<file path="src/rtl/mux_arbitro_rr.sv">
// Two-input FIFO front end feeding a round-robin arbitrated output register.
// Each source keeps its own order. The output stage stalls whenever the downstream side back-pressures.

module mux_arbitro_rr_fifo #(
  parameter int DATA_W = 2,
  parameter int DEPTH  = 4
) (
  input  logic              clk,
  input  logic              reset,
  input  logic              push,
  input  logic              pop,
  input  logic [DATA_W-1:0] data_in,
  output logic              full,
  output logic              nempty,
  output logic              ovf,
  output logic [DATA_W-1:0] head
);
  localparam int AW = $clog2(DEPTH);

  logic [DATA_W-1:0] r_mem [DEPTH];
  logic [AW-1:0]     r_wr, r_rd;
  logic [AW:0]       r_cnt;
  logic              w_wr;

  // full and nempty come from registered count only, so push/pop never loop back into them
  assign full   = (r_cnt == (AW+1)'(DEPTH));
  assign nempty = (r_cnt != '0);
  assign w_wr   = push & ~full;
  assign ovf    = push & full;
  assign head   = r_mem[r_rd];

  always_ff @(posedge clk) begin
    if (reset) begin
      r_wr  <= '0;
      r_rd  <= '0;
      r_cnt <= '0;
    end else begin
      if (w_wr) r_wr <= r_wr + 1'b1;
      if (pop)  r_rd <= r_rd + 1'b1;
      r_cnt <= r_cnt + (AW+1)'(w_wr) - (AW+1)'(pop);
    end
  end

  always_ff @(posedge clk) begin
    if (w_wr && !reset) r_mem[r_wr] <= data_in;
  end
endmodule

module mux_arbitro_rr #(
  parameter int DATA_W = 2,
  parameter int DEPTH  = 4
) (
  input  logic              clk,
  input  logic              reset,
  input  logic              push0,
  input  logic              push1,
  input  logic [DATA_W-1:0] data_in0,
  input  logic [DATA_W-1:0] data_in1,
  output logic              full0,
  output logic              full1,
  input  logic              ready_out,
  output logic              validout,
  output logic [DATA_W-1:0] dataout,
  output logic              selector,
  output logic              err_ovf
);
  typedef enum logic [1:0] {IDLE, SEL0, SEL1} state_t;

  localparam int NUM_SRC = 2;

  logic [NUM_SRC-1:0]             w_push, w_pop, w_full, w_ne, w_ovf;
  logic [NUM_SRC-1:0][DATA_W-1:0] w_din, w_head;
  logic                           w_load, w_gnt_vld, w_gnt;

  state_t            r_state;
  logic [DATA_W-1:0] r_data;
  logic              r_sel, r_last, r_err;

  assign w_push = {push1, push0};
  assign w_din  = {data_in1, data_in0};

  for (genvar g = 0; g < NUM_SRC; g++) begin : g_src
    mux_arbitro_rr_fifo #(.DATA_W(DATA_W), .DEPTH(DEPTH)) u_fifo (
      .clk    (clk),
      .reset  (reset),
      .push   (w_push[g]),
      .pop    (w_pop[g]),
      .data_in(w_din[g]),
      .full   (w_full[g]),
      .nempty (w_ne[g]),
      .ovf    (w_ovf[g]),
      .head   (w_head[g])
    );
  end

  // Under contention the source not granted last wins; otherwise whichever is non-empty
  assign w_load    = (r_state == IDLE) | ready_out;
  assign w_gnt_vld = w_load & (|w_ne);
  assign w_gnt     = (&w_ne) ? ~r_last : w_ne[1];
  assign w_pop     = w_gnt_vld ? (w_gnt ? 2'b10 : 2'b01) : 2'b00;

  always_ff @(posedge clk) begin
    if (reset) begin
      r_state <= IDLE;
      r_data  <= '0;
      r_sel   <= 1'b0;
      r_last  <= 1'b1;
      r_err   <= 1'b0;
    end else begin
      if (|w_ovf) r_err <= 1'b1;
      if (w_load) begin
        if (w_gnt_vld) begin
          r_state <= w_gnt ? SEL1 : SEL0;
          r_data  <= w_head[w_gnt];
          r_sel   <= w_gnt;
          r_last  <= w_gnt;
        end else begin
          r_state <= IDLE;
        end
      end
    end
  end

  assign validout = (r_state != IDLE);
  assign dataout  = r_data;
  assign selector = r_sel;
  assign err_ovf  = r_err;
  assign full0    = w_full[0];
  assign full1    = w_full[1];
endmodule

</file>
<file path="config.mk">
export PLATFORM = sky130hd
export DESIGN_NAME = mux_arbitro_rr
export DESIGN_NICKNAME = d
export VERILOG_FILES = /design/src/rtl/mux_arbitro_rr.sv
export SDC_FILE = /design/constraint.sdc
export NUM_CORES = 1
export LEC_CHECK = 0
export CELL_PAD_IN_SITES_DETAIL_PLACEMENT = 0
export CELL_PAD_IN_SITES_GLOBAL_PLACEMENT = 1
export CORE_MARGIN = 2
export CORE_UTILIZATION = 41
export CTS_CLUSTER_SIZE = 16
export DETAILED_ROUTE_END_ITERATION = 16
export PLACE_DENSITY = 0.72
export SYNTH_ARGS = -nofsm -noshare
export SYNTH_HDL_FRONTEND = slang
export SYNTH_HIERARCHICAL = 1
export SYNTH_SLANG_ARGS = --single-unit
</file>
<file path="constraint.sdc">
create_clock -name clk -period 2.55 [get_ports clk]
set_input_delay 0.51 -clock clk [delete_from_list [all_inputs] [get_ports clk]]
set_output_delay 0.51 -clock clk [all_outputs]
set_load 0.03 [all_outputs]
</file>
Word level (Yosys, flattened, before mapping). Memories as Yosys holds them, arrays and structs flattened. A register that Yosys moved wholly into a read port is not among the register bits. Index checks and enable logic that the tools add are counted.

Register bits after elaboration: 21. Output and inout port bits: 7. Bits in writable memories: 16. ROM bits: 0. Bits of input ports: 9. Memories: 2. Word-level logic and storage cells: 57. Bits in latches: 0.

Shift-type cells: 0. Equality and inequality tests: 2. Bitwise operators: 9. Div/mod/pow operators: 0. Mux-type cells: 13. Add/subtract/negate cells: 8. Multipliers: 0. Reductions and logical operators: 11. Order comparisons: 1.

Memories: g_src[0].u_fifo.r_mem (depth 4, width 2, read ports 1, clocked after memory_dff 1, wr ports 1, RTL line 20) `logic [DATA_W-1:0] r_mem [DEPTH];`; g_src[1].u_fifo.r_mem (depth 4, width 2, read ports 1, clocked after memory_dff 1, wr ports 1, RTL line 20).

Operators with widths (count): $mux W2 (8); $add A2 B1 Y2 const B (4); $add A3 B1 Y3 (2); $eq A3 B3 Y1 const B (2); $reduce_bool A3 Y1 (2); $sub A3 B1 Y3 (2); $and A1 B1 Y1 (5); $mux W1 (5); $reduce_and A2 Y1 (2); $reduce_or A2 Y1 (2); $not A1 Y1 (3); $logic_and A1 B1 Y1 (2); $logic_not A2 Y1 (1); $lt A1 B2 Y1 const B (1); $reduce_bool A2 Y1 (1); $logic_not A1 Y1 (1); $or A1 B1 Y1 (1).

Depth between registers and ports, before layout. Gate-level depths: netlist (run 1).

Depth in word-level cells: 7. Mapped depth: 12. Gate-level depth less buffers: 12.

Modules after synthesis. The synthesis (run 1) kept the hierarchy.

By module, submodules not included: mux_arbitro_rr_fifo (g_src[0].u_fifo) (instances 1, cells each 59, sequential area each 420.4 um^2, area each 777.0 um^2); mux_arbitro_rr_fifo (g_src[1].u_fifo) (instances 1, cells each 59, sequential area each 420.4 um^2, area each 763.2 um^2); mux_arbitro_rr (instances 1, cells each 37, sequential area each 140.1 um^2, area each 359.1 um^2).

Worst setup path before layout (run 1). OpenSTA, ideal clock, no wires.

Kind: register to register. Start: reg g_src[1].u_fifo.r_cnt[1]. End: reg g_src[0].u_fifo.r_cnt[2]. Period minus slack after synthesis: 2.590 ns. Required time: 2.472 ns. Arrival: 2.512 ns. Path slack: -0.040 ns. Buffers on the path: 0. Library setup time: 0.078 ns. Cell stages (with the launch flop): 12. Path through: dfxtp_1 or3_1 and2b_4 nor3_1 ha_1 inv_1 ha_1 inv_1 fa_1 xor2_1 and2_1 nor3_1.

Cells in the longest elaborated chain, start to end: 6. Elaborated cells on any way between the ends: 8. Those cells by class: 1 x add/sub; 3 x mux; 1 x bitwise; 3 x reduce/logical.

Ends and longest elaborated chain: start, declared (RTL line 22) `logic [AW:0] r_cnt;`; start signal, assigned (RTL line 40) `r_cnt <= r_cnt + (AW+1)'(w_wr) - (AW+1)'(pop);`; $reduce_bool A3 Y1 * (RTL line 27) `assign nempty = (r_cnt != '0);`; net w_ne[1] (RTL line 71) `logic [NUM_SRC-1:0] w_push, w_pop, w_full, w_ne, w_ovf;`; $reduce_and A2 Y1 (RTL line 99) `assign w_gnt = (&w_ne) ? ~r_last : w_ne[1];`; $mux W1 (RTL line 99); $mux W2 (RTL line 100) `assign w_pop = w_gnt_vld ? (w_gnt ? 2'b10 : 2'b01) : 2'b00;`; $mux W2 * (RTL line 100); net w_pop[0] (RTL line 71); $sub A3 B1 Y3 * (RTL line 40); end signal, assigned (RTL line 40); end, declared (RTL line 22).

Mark *: on every way through the listed nets, which the timed path passes. The rest lies on a longest branch. A chain may end at the register's enable or synchronous reset.

Worst setup path after layout (run 1). Ends and elaborated chain as after synthesis.

==> results of run 1 <==
[report_power, final]
| group | internal [mW] | switching [mW] | total (mW) |
|---|---|---|---|
| clock | 0.186 | 0.205 | 0.391 |
| sequential | 0.832 | 0.105 | 0.937 |
| combinational | 0.656 | 0.606 | 1.26 |
| total | 1.67 | 0.915 | 2.59 |
[sequential cells by signal, summed over array words and instances, names as in the netlist, named ones only]
| register | flops |
|---|---|
| g_src.u_fifo/r_mem | 16 |
| g_src.u_fifo/r_cnt | 6 |
| g_src.u_fifo/r_rd | 4 |
| g_src.u_fifo/r_wr | 4 |
| dataout | 2 |
| r_state | 2 |
| err_ovf | 1 |
| r_last | 1 |
| selector | 1 |
[cell usage after synthesis, types with 4 or more instances]
cell type	instances
inv_1	14
dfxtp_1	25
mux4_2	4
o21ai_0	4
a21oi_1	5
nand2_1	4
nor2_1	12
nor3b_1	8
ha_1	12
edfxtp_1	16
nand2b_1	6
xor2_1	4
nor3_1	4
[routing by layer]
layer / global-route usage (%) / wire length [um] / up-vias
li1: - / - / 601
met1: 17.6 / 1430 / 568
met2: 22.6 / 1550 / 28
met3: 4.31 / 150 / 7
met4: 6.71 / 77 / 0
met5: 0 / 0 / -
[worst max path at each step]
stage | start | end | slack [ns] | cells past startpoint
2_1_floorplan | g_src[0].u_fifo/r_cnt[1] | g_src[1].u_fifo/r_cnt[2] | 0.03 | 12
3_3_place_gp | ready_out | g_src[0].u_fifo/r_cnt[2] | -0.24 | 11
3_5_place_dp | ready_out | g_src[0].u_fifo/r_cnt[2] | -0.30 | 11
4_1_cts | g_src[0].u_fifo/r_cnt[1] | g_src[0].u_fifo/r_cnt[2] | 0.0009 | 12
5_1_grt | g_src[1].u_fifo/r_cnt[1] | g_src[0].u_fifo/r_cnt[2] | -0.01 | 11
6_report | g_src[1].u_fifo/r_cnt[1] | g_src[0].u_fifo/r_cnt[2] | 0.15 | 11
[worst register-to-register path, cell delays in order, from the launching register on]
cell	delay [ns]
dfxtp_1	0.32
or3_4	0.41
and2b_4	0.19
nor3_4	0.17
ha_1	0.25
inv_1	0.06
ha_1	0.13
inv_1	0.05
fa_2	0.34
xor2_2	0.16
and2_1	0.17
nor3_2	0.09
[layout make-up]
class                   count  area [um2]  share of cell area (%)
clock buffers               6        72.6                    3.11
clock inverters             1        5.00                   0.214
inverters                  14        52.6                    2.25
multi-input cells          96         888                    38.0
flip-flops and latches     41         981                    42.0
well taps                  52        65.1                    2.79
repair buffers             31         270                    11.6
[cell families (layout without fill, tap and decap cells)]
family                   after synthesis  after routing  synth area share [%]
flip-flops                            41             41                  51.6
AND/OR/NAND/NOR                       51             51                  17.1
adder cells (fa/ha/maj)               14             14                  10.0
AO/OA/AOI/OAI                         19             19                  8.56
XOR/XNOR                               6              6                  2.77
buffers and inverters                 18             52                  4.15
multiplexers                           6              6                  5.80
[per-stage QoR]
step | area, um2 | setup TNS [ns] | cells | total power, mW | hold WS, ns
2_1_floorplan | 1900 | 0 | 155 | 1.73 | 0.458
3_3_place_gp | 2210 | -0.418 | 233 | 2.07 | 0.455
3_5_place_dp | 2210 | -0.563 | 233 | 2.11 | 0.457
4_1_cts | 2290 | 0 | 240 | 2.54 | 0.468
5_1_grt | 2330 | -0.0125 | 241 | 2.81 | 0.495
6_report | 2330 | 0 | 241 | 2.59 | 0.463
[repair_timing]
item,CTS,global route
endpoints found under the setup margin,2,2
setup buffers,0,1
resized for setup,3,8
pin swaps,0,2
==> run metrics, run 1 <==
status=completed; final setup fails=0; Post-CTS Hold Fix Bufs=0; endpoints failing hold=0; starting density of the core=43.0%; Distinct cells, synth=38; PnR worst setup slack=0.145 ns; DRT antenna net count=0; Syn Area/Cell=12.3 um2; DR iter-0 viols=48; max incr delay on CP=0.41 ns; routed len/inst=13.3 um; first-pass GRT wire length=5550 um; ys flop type=dfxtp_1; Synth-to-Final Area Change=22.9%; period utilization=94.3%; Final Critical Period=2.40 ns; DRC=0; crit-path cells=or3_4 > and2b_4 > nor3_4 > ha_1 > inv_1 > ha_1 > inv_1 > fa_2 > xor2_2 > and2_1 > nor3_2; startpoint types=register; Maximum Capacitance Violations=0; Final Skew=0.00411 ns; via/cell ratio=5.00; Syn. warnings=6; CTS root buffer=clkbuf_8; Pleak=0.904 nW; GR Overflow Total=0; HP Class=reg2reg; Worst-Margin Slew=0.434 ns; # fillers=405; total CTS buffers=5; number of global-route vias before repair=1245; Mapped Cells=155; worst-skew pair later-pin latency=0.28 ns; critical path's slowest cell=or3_4; WHS Path Cells=2; critical path class=reg2reg; critical path's top delay family=simple AND/OR/NAND/NOR gates; synthesized cell area=1900 um2; fraction of layout cells with a size suffix above 1=26.5%; largest net degree at the start of global routing=16; Vias=1204; Yosys reg bits=41; worst-case clock buffer depth=2; worst r2r src=g_src[1].u_fifo/r_cnt[1]; total track usage=14.2%; top cells by area, synth=dfxtp_1 26%, edfxtp_1 25%, ha_1 7.9%, mux4_2 4.7%, nor3b_1 3.2%; Worst Path Arrival=2.62 ns; core footprint=4410 um2; IO Pins=16; clock sink total=41; CP required=2.77 ns; reg2reg end=g_src[0].u_fifo/r_cnt[2]; Yosys top cell area share=26.4%; DRT Pass-1 Iters=4; Buf/Inv on CP=2; Die Wd=72.1 um; crit-path max FO=3; Clock transition at path regs=0.07 ns; worst hold path startpoint=dataout[0]; Port Buffers=15; EDFF count, synth=16; antenna violations before repair=0; PwrDens=1110 nW/um2; setup slack at placement=-0.304 ns; Hold Path Sink=dataout[0]; DPL Wire Length=2390 um; commonest non-fill, non-tap cells in the layout=25 x dfxtp_1, 16 x buf_4, 16 x edfxtp_1, 15 x clkdlybuf4s50_1, 13 x inv_1; sequential cell area fraction in the yosys report=51.6%; Diodes inserted=0; worst vdd ir=0.562 mV; final net count=212; reg2reg path depth=11; routability cong.=0.756; max_slew headroom=71.0%; Die H=72.1 um; Synthesized Nets=178; Die Area=5190 um2; Max Slew Vio Count=0; crit end category=register; Synth area leader=dfxtp_1; Peak Freq=0.416 GHz; final wirelength=3210 um; most common cell after layout, fill and taps aside=dfxtp_1; Async SR Flop Fraction=0%; R2R Setup Slk=0.15 ns; # rows=24; Core Util, Final=52.9%; CTS tree=yes; htree depth=2
Note: power is estimated with default switching activity, not from simulation.
==> run 2: changes to the inputs <==
--- a/config.mk
+++ b/config.mk
@@ -11,7 +11,7 @@
 export CORE_UTILIZATION = 41
 export CTS_CLUSTER_SIZE = 16
 export DETAILED_ROUTE_END_ITERATION = 16
-export PLACE_DENSITY = 0.72
+export PLACE_DENSITY = 0.7
 export SYNTH_ARGS = -nofsm -noshare
 export SYNTH_HDL_FRONTEND = slang
 export SYNTH_HIERARCHICAL = 1
==> run 2 against run 1 <==
Net effect: clock power rose by 26%; sequential cell count did not move; fmax fell by 2.5%; clock-buffer cell count did not move; critical path type unchanged; global-route usage fell by 0.080 points.
==> run metrics, run 2 (same netlist as run 1, synthesis figures left out) <==
HP Class=reg2reg; Die H=72.1 um; number of global-route vias before repair=1249; CTS root buffer=clkbuf_8; endpoints failing hold=0; Comb pwr share=47.5%; IO Pins=16; Die Wd=72.1 um; final wirelength=3240 um; PwrDens=1150 nW/um2; first-pass GRT wire length=5520 um; RSZ-0062 raised after global routing=yes; Pwr Total=2.72 mW; total track usage=14.1%; Final Critical Period=2.47 ns; CP endpoint=g_src[0].u_fifo/r_cnt[2]; max_slew headroom=69.9%; Vias=1194; setup TNS=0 ns; Worst-Margin Slew=0.451 ns; final setup fails=0; Multi-input gate area=893 um2; fin area=2370 um2; Max Slew Vio Count=0; Sw Share=34.2%; routed len/inst=13.4 um; Post-DP Area=2210 um2; Final Skew=0.00356 ns; crit-path max FO=3; # fillers=389; worst-skew pair later-pin latency=0.28 ns; routability cong.=0.772; most common cell after layout, fill and taps aside=dfxtp_1; starting density of the core=43.0%; htree depth=2; Internal Power=1.79 mW; R2R Setup Slk=0.08 ns; startpoint types=register; Worst Path Arrival=2.67 ns; Psw=930 uW; Clock transition at path regs=0.07 ns; fraction of layout cells with a size suffix above 1=28.9%; setup slack at placement=-0.352 ns; reg2reg path depth=11; clock network fraction of total power=18.1%; status=completed; # rows=24; reg2reg end=g_src[0].u_fifo/r_cnt[2]; Core Util, Final=53.7%; commonest non-fill, non-tap cells in the layout=24 x dfxtp_1, 16 x buf_4, 16 x edfxtp_1, 15 x clkdlybuf4s50_1, 12 x nor2_1; final net count=212; period utilization=96.7%; DRC=0; via/cell ratio=4.93; worst vdd ir=0.514 mV; CP required=2.76 ns; crit end category=register; DRT Pass-1 Iters=4; Post-CTS Hold Fix Bufs=0; crit path from=g_src[1].u_fifo/r_cnt[1]; worst-case clock buffer depth=2; Reg area=982 um2; Reg with most FFs=g_src.u_fifo/r_mem; Regs by FF count=g_src.u_fifo/r_mem: 16 flops, g_src.u_fifo/r_cnt: 6 flops; DRT antenna net count=0; worst r2r src=g_src[1].u_fifo/r_cnt[1]; Maximum Capacitance Violations=0; core footprint=4410 um2; DPL Wire Length=2480 um; critical path class=reg2reg; largest net degree at the start of global routing=17; antenna violations before repair=0; Pleak=0.914 nW; CTS tree=yes; Synth-to-Final Area Change=24.8%; clock sink total=41; GR Overflow Total=0; Die Area=5190 um2; Peak Freq=0.405 GHz; max FFs per register=16; Diodes inserted=0; DR iter-0 viols=50; PnR worst setup slack=0.0837 ns; total CTS buffers=5; Port Buffers=15; Reg power frac=34.4%
## run 2: cell types whose count changed in the layout (fill, tap and decap cells not counted), sizes merged
| cell | previous run | this run |
|---|---|---|
| bufinv | 0 | 1 |
## run 2: cell type report
type | instances | area share, %
Tap cell | 52 | 2.75
Clock inverter | 2 | 1.43
Timing Repair Buffer | 31 | 11.4
Inverter | 14 | 2.22
Sequential cell | 41 | 41.4
Multi-Input combinational cell | 96 | 37.7
Clock buffer | 6 | 3.06
## run 2: per-layer routing
| metal | share of wire, % | vias up | GRT usage (%) |
|---|---|---|---|
| li1 | - | 599 | - |
| met1 | 43 | 569 | 16.6 |
| met2 | 51 | 20 | 24.5 |
| met3 | 3.2 | 6 | 3.33 |
| met4 | 2.2 | 0 | 6.29 |
| met5 | 0 | - | 0 |
## run 2: per-stage QoR
step	hold slack (ns)	cells
after floorplan	0.458	155
after global placement	0.456	233
after detailed placement	0.448	233
after CTS	0.459	242
after global routing	0.472	242
final	0.457	242
## run 2: worst min-delay path by stage
stage | from | endpoint | slack (ns) | cells after the start
finish | dataout[0] | dataout[0] | 0.46 | 2
global route | dataout[0] | dataout[0] | 0.47 | 2
CTS | dataout[0] | dataout[0] | 0.46 | 2
detailed placement | dataout[0] | dataout[0] | 0.45 | 2
global placement | dataout[0] | dataout[0] | 0.46 | 2
floorplan | r_last | r_last | 0.46 | 2
## run 2: repair_timing
item	CTS	global route
pin swaps	1	2
endpoints found under the hold margin	0	0
endpoints found under the setup margin	2	2
resized for setup	6	10
setup buffers	1	0
## run 2: power by group through the flow
stage / sequential [mW] / clock (mW) / combinational, mW
global placement: 0.939 / 0 / 1.13
global route: 0.955 / 0.532 / 1.43
finish: 0.935 / 0.492 / 1.29
floorplan: 0.999 / 0 / 0.728
detailed placement: 0.947 / 0 / 1.17
CTS: 0.935 / 0.509 / 1.25
## run 2: critical path: stages, from the launching register on
cell	delay, ns
dfxtp_2	0.32
or3_4	0.39
and2b_4	0.19
nor3_4	0.19
ha_1	0.25
inv_1	0.07
ha_2	0.18
inv_2	0.04
fa_2	0.33
xor2_1	0.16
and2_4	0.16
nor3_2	0.11
